`src/rtl/distribuidor_vc4.sv`:
```
// Write-side dispatcher: drains one upstream FIFO and steers each word to VC FIFO P0..P3 by its class.
// Optional per-lane push counters are built when DISPATCH_CNT_EN is defined.
module distribuidor_vc4 #(
  parameter int WORD_W  = 6,
  parameter int CLS_LSB = 4
`ifdef DISPATCH_CNT_EN
  , parameter int CNT_W = 8
`endif
) (
  input  logic              clk,
  input  logic              reset,
  input  logic              in_empty,
  input  logic [WORD_W-1:0] in_data,
  output logic              in_pop,
  input  logic [3:0]        almost_full,
  output logic [3:0]        push,
  output logic [WORD_W-1:0] push_data,
  output logic              idle
`ifdef DISPATCH_CNT_EN
  , output logic [4*CNT_W-1:0] lane_cnt
`endif
);

  typedef enum logic [1:0] {
    S_IDLE = 2'd0,
    S_LOAD = 2'd1,
    S_HOLD = 2'd2
  } state_t;

  state_t              state_q, state_d;
  logic [WORD_W-1:0]   hold_q, hold_d;
  logic [1:0]          cls_q, cls_d;
  logic [3:0]          push_q, push_d;
  logic [WORD_W-1:0]   push_data_q, push_data_d;
  logic                lane_free;

  // Only the held word's own lane can stall it; other lanes' almost_full is ignored.
  always_comb begin
    state_d     = state_q;
    hold_d      = hold_q;
    cls_d       = cls_q;
    push_d      = 4'b0000;
    push_data_d = push_data_q;
    lane_free   = !almost_full[cls_q];
    in_pop      = !reset && !in_empty &&
                  ((state_q == S_IDLE) || ((state_q == S_HOLD) && lane_free));

    case (state_q)
      S_IDLE: begin
        if (in_pop) state_d = S_LOAD;
      end
      S_LOAD: begin
        hold_d  = in_data;
        cls_d   = in_data[CLS_LSB +: 2];
        state_d = S_HOLD;
      end
      S_HOLD: begin
        if (lane_free) begin
          push_d      = 4'b0001 << cls_q;
          push_data_d = hold_q;
          state_d     = in_pop ? S_LOAD : S_IDLE;
        end
      end
      default: state_d = S_IDLE;
    endcase
  end

  always_ff @(posedge clk) begin
    if (reset) begin
      state_q     <= S_IDLE;
      push_q      <= 4'b0000;
      push_data_q <= '0;
    end else begin
      state_q     <= state_d;
      push_q      <= push_d;
      push_data_q <= push_data_d;
    end
  end

  // Held word and class are pure data; a reset returns to IDLE, which never reads them.
  always_ff @(posedge clk) begin
    hold_q <= hold_d;
    cls_q  <= cls_d;
  end

  assign push      = push_q;
  assign push_data = push_data_q;
  assign idle      = (state_q == S_IDLE);

`ifdef DISPATCH_CNT_EN
  localparam logic [CNT_W-1:0] CNT_MAX = '1;

  logic [CNT_W-1:0] cnt_q [4];
  logic [CNT_W-1:0] cnt_d [4];

  // Counters follow the registered push pulse and saturate instead of wrapping.
  always_comb begin
    for (int k = 0; k < 4; k++) begin
      cnt_d[k] = cnt_q[k];
      if (push_q[k] && (cnt_q[k] != CNT_MAX)) cnt_d[k] = cnt_q[k] + 1'b1;
    end
  end

  always_ff @(posedge clk) begin
    for (int k = 0; k < 4; k++) begin
      if (reset) cnt_q[k] <= '0;
      else       cnt_q[k] <= cnt_d[k];
    end
  end

  for (genvar g = 0; g < 4; g++) begin : g_lane_cnt
    assign lane_cnt[g*CNT_W +: CNT_W] = cnt_q[g];
  end
`endif

endmodule

```
`config.mk`:
```
export PLATFORM = sky130hd
export DESIGN_NAME = distribuidor_vc4
export DESIGN_NICKNAME = d
export VERILOG_FILES = /design/src/rtl/distribuidor_vc4.sv
export SDC_FILE = /design/constraint.sdc
export NUM_CORES = 1
export LEC_CHECK = 0
export BUFFER_PORTS_ARGS = -buffer_cell sky130_fd_sc_hd__buf_4
export CAP_MARGIN = 10
export CORE_ASPECT_RATIO = 1.1
export CORE_MARGIN = 3
export CORE_UTILIZATION = 45
export CTS_CLUSTER_SIZE = 25
export DETAILED_ROUTE_END_ITERATION = 10
export MAX_ROUTING_LAYER = met4
export PLACE_DENSITY = 0.73
export SYNTH_ARGS = -nofsm -noshare
export SYNTH_HDL_FRONTEND = slang
export SYNTH_SLANG_ARGS = --single-unit
```
`constraint.sdc`:
```
create_clock -name clk -period 2 [get_ports clk]
set_input_delay 0.4 -clock clk [delete_from_list [all_inputs] [get_ports clk]]
set_output_delay 0.4 -clock clk [all_outputs]
set_load 0.01 [all_outputs]
```
==> flow_summary.json <==
{
  "run_status": "finished with violations",
  "failed_checks": "setup timing",
  "synth.area.top_cells": "sky130_fd_sc_hd__dfxtp_1, sky130_fd_sc_hd__edfxtp_1, sky130_fd_sc_hd__nand2b_1",
  "timing.reg2reg.setup_slack_ns": 0.30,
  "highest_routed_layer": "met4",
  "route.final.wire_length_mm": 1.25,
  "timing.final.max_slew_violations": 0,
  "coreArea_um2": 1450,
  "power.sequential.fraction": 0.602,
  "worst-path-max-fanout": 2,
  "post-synth-top-count-cell": "sky130_fd_sc_hd__dfxtp_1",
  "crit_path_cell_trace": "mux4_2, a2111oi_4, buf_4",
  "crit-reg2reg-capture": "state_q[0]",
  "initial_core_util": 0.505,
  "synth.net_count": 70,
  "cts_tree": "built",
  "drc_errors_left": 0,
  "drt-initial-drc-count": 3,
  "slew_of_the_pin_with_the_lowest_slew_margin_ns": 0.278,
  "critPathCaptureType": "primary output",
  "clk_pin_slew_worst_paths_ns": 0.10,
  "overflow": 0,
  "h_tree_depth": 1,
  "async_reset_ff_frac": 0,
  "synth_enable_flop_cells": 6,
  "synth_seq_area_share": 0.572,
  "share_of_cells_above_drive_strength_1": 0.419,
  "timing.slew.headroom": 0.812,
  "netlist_instances": 57,
  "wire_per_inst_um": 12.3,
  "final.min_clock_period_ns": 2.15,
  "hold_path_end": "hold_q[4]",
  "worst_setup_path_category": "register to primary output",
  "detailedRoute.firstPassIterationCount": 3,
  "post-route-util": 0.680,
  "syn2layout_area_growth_pct": 34.6,
  "holdCritPathClass": "primary input to register",
  "power.share.switching": 0.227,
  "post-place-ws_ns": 0.0285,
  "power_density_nw_per_um2": 669,
  "clock_power_share": 0.274,
  "area_of_all_placed_cells_without_fillers_um2": 988,
  "track_usage": 0.115,
  "synth_common_cells": "sky130_fd_sc_hd__dfxtp_1, sky130_fd_sc_hd__nand2b_1, sky130_fd_sc_hd__edfxtp_1, sky130_fd_sc_hd__mux2i_1",
  "worst_ep_arrival_time_ns": 1.75,
  "netlist_area_um2": 734,
  "synthesis.yosys.warnings": 0,
  "setup_tns_ns": -0.148,
  "antenna_cells": 0,
  "floorplan.die.height_um": 48.4,
  "synth-seq-cells": 18,
  "critPathSlowestCell": "sky130_fd_sc_hd__mux4_2",
  "grt_pass1_wl_mm": 1.82,
  "vdd_drop_max_uv": 437,
  "post_dp_cell_area_um2": 937,
  "timing.critical_path.slowest_cell_delay_ns": 0.57,
  "hpwl_after_detailed_placement_um": 846,
  "worst-endpoint-required_ns": 1.60,
  "setup_slack_ns": -0.148,
  "holdCritStartpoint": "in_data[4]",
  "power_leakage_nw": 0.434,
  "hold_path_depth": 1,
  "timing_limited_maximum_frequency_ghz": 0.465,
  "fp-row-count": 14,
  "final_hold_fails": 0,
  "post-synth-top-area-cell": "sky130_fd_sc_hd__dfxtp_1",
  "power_frac_comb": 0.124,
  "yosysTopAreaCellShare": 0.327,
  "placement.io_buffers": 24,
  "initial_antenna_violation_count": 0,
  "max_capacitance_violation_count": 0,
  "grt_setup_unrepaired": "true",
  "insertion_delay_ns": 0.28,
  "synth-main-ff-cell": "sky130_fd_sc_hd__dfxtp_1",
  "skew_ns": 0.00117,
  "final_net_count": 100,
  "via_count": 499,
  "detail_route.wirelength.met1_um": 518,
  "detailroute.wirelength.met2_um": 664,
  "num_io_pins": 25,
  "met3_length_um": 63,
  "full_die_area_um2": 2150,
  "worst_r2r_startpoint": "hold_q[4]",
  "cts_buffer_depth": 2,
  "power.internal_mw": 0.511,
  "maximum_number_of_pins_on_one_net_before_global_route_repair": 18,
  "floorplan.die.width_um": 44.5,
  "cts.root.buffer_cell": "sky130_fd_sc_hd__clkbuf_4",
  "final_setup_violation_count": 1,
  "gp_routability_congestion": 0.711,
  "clkSinkCount": 18,
  "syn_avg_cell_area_um2": 12.9,
  "cts_hold_buffers": 0,
  "timing.final.crit_share": 1.07,
  "ys_types": 23,
  "number_of_cells_traversed_by_the_worst_register_to_register_path": 4,
  "cp-start-kind": "register",
  "power.switching_mw": 0.150,
  "detail-route-antenna-nets": 0,
  "detail_route.vias_per_cell": 4.89,
  "via_count_of_the_first_global_routing_pass": 443,
  "cts_inserted_buffers": 3
}
what timing repair did:
| action | 4_1_cts | 5_1_grt |
|---|---|---|
| pin swaps | 1 | 0 |
| buffers inserted | 0 | 1 |
| gates resized for setup | 1 | 1 |
| setup endpoints to repair | 1 | 1 |
| hold endpoints to repair | 0 | 0 |
layer usage:
metal	global-route usage	vias up
met2	0.167	13
met5	-	-
met4	0.0603	0
li1	-	262
met1	0.147	222
met3	0.0222	2
cells in the final DEF, fill, tap and decap left out:
cell type / count
sky130_fd_sc_hd__nor2_1: 2
sky130_fd_sc_hd__buf_4: 28
sky130_fd_sc_hd__mux4_2: 1
sky130_fd_sc_hd__nor4b_1: 1
sky130_fd_sc_hd__nor4bb_1: 1
sky130_fd_sc_hd__mux2i_1: 6
sky130_fd_sc_hd__and2_1: 1
sky130_fd_sc_hd__edfxtp_1: 6
sky130_fd_sc_hd__nand2_1: 1
sky130_fd_sc_hd__nand2b_1: 10
sky130_fd_sc_hd__dfxtp_1: 12
sky130_fd_sc_hd__a21oi_1: 2
sky130_fd_sc_hd__and2b_1: 1
sky130_fd_sc_hd__nor2b_1: 2
sky130_fd_sc_hd__clkbuf_4: 3
sky130_fd_sc_hd__a2111oi_4: 1
sky130_fd_sc_hd__clkinv_1: 1
sky130_fd_sc_hd__or3b_4: 1
sky130_fd_sc_hd__nor4_1: 1
sky130_fd_sc_hd__a2111oi_1: 1
sky130_fd_sc_hd__o2bb2a_4: 1
sky130_fd_sc_hd__and3b_1: 1
sky130_fd_sc_hd__o21ai_0: 1
sky130_fd_sc_hd__mux2_2: 1
worst max-delay path by stage:
stage	end	cells after the start	startpoint	slack [ns]
5_1_grt	in_pop	3	hold_q[4]	-0.21
4_1_cts	in_pop	3	hold_q[4]	-0.10
3_3_place_gp	in_pop	4	almost_full[3]	0.04
2_1_floorplan	in_pop	2	hold_q[4]	0.06
3_5_place_dp	in_pop	4	almost_full[3]	0.03
6_report	in_pop	3	hold_q[4]	-0.15
registers in the layout, indices dropped and copies added, names as in the netlist:
signal and cells:
hold_q 6, push_data 6, push 4, state_q 2
kinds of logic (layout without fill, tap and decap cells):
family                 Yosys count  after routing  synth area share
multiplexers                     8              8             0.128
flip-flops                      18             18             0.572
AO/OA/AOI/OAI                    6              6            0.0750
buffers and inverters            3             32            0.0272
AND/OR/NAND/NOR                 22             22             0.198
metrics by stage:
stage	hold slack, ns	std cells	power (mW)
2_1_floorplan	0.484	57	0.442
3_3_place_gp	0.462	97	0.479
3_5_place_dp	0.466	97	0.480
4_1_cts	0.276	101	0.659
5_1_grt	0.256	102	0.698
6_report	0.283	102	0.661
cell type report:
type                       count  area, um2
clock buffer                   3       22.5
clock inverter                 1       3.75
sequential                    18        420
tap                           16       20.0
fill                         114        465
multi-input combinational     36        312
timing repair buffer          28        210
critical path: cells and delay by family, from the launching register on:
family	cells	cell delay, ns
muxes	1	0.57
DFF	1	0.39
AOI/OAI and AO/OA	1	0.32
buffers and inverters	1	0.18
power by group through the flow:
stage | clock (mW) | combinational, mW | sequential [mW]
finish | 0.181 | 0.0820 | 0.398
global placement | 0 | 0.0743 | 0.405
detailed placement | 0 | 0.0751 | 0.405
global route | 0.208 | 0.0897 | 0.400
floorplan | 0 | 0.0373 | 0.405
CTS | 0.185 | 0.0767 | 0.397
Power figures use the tool's default switching activity.
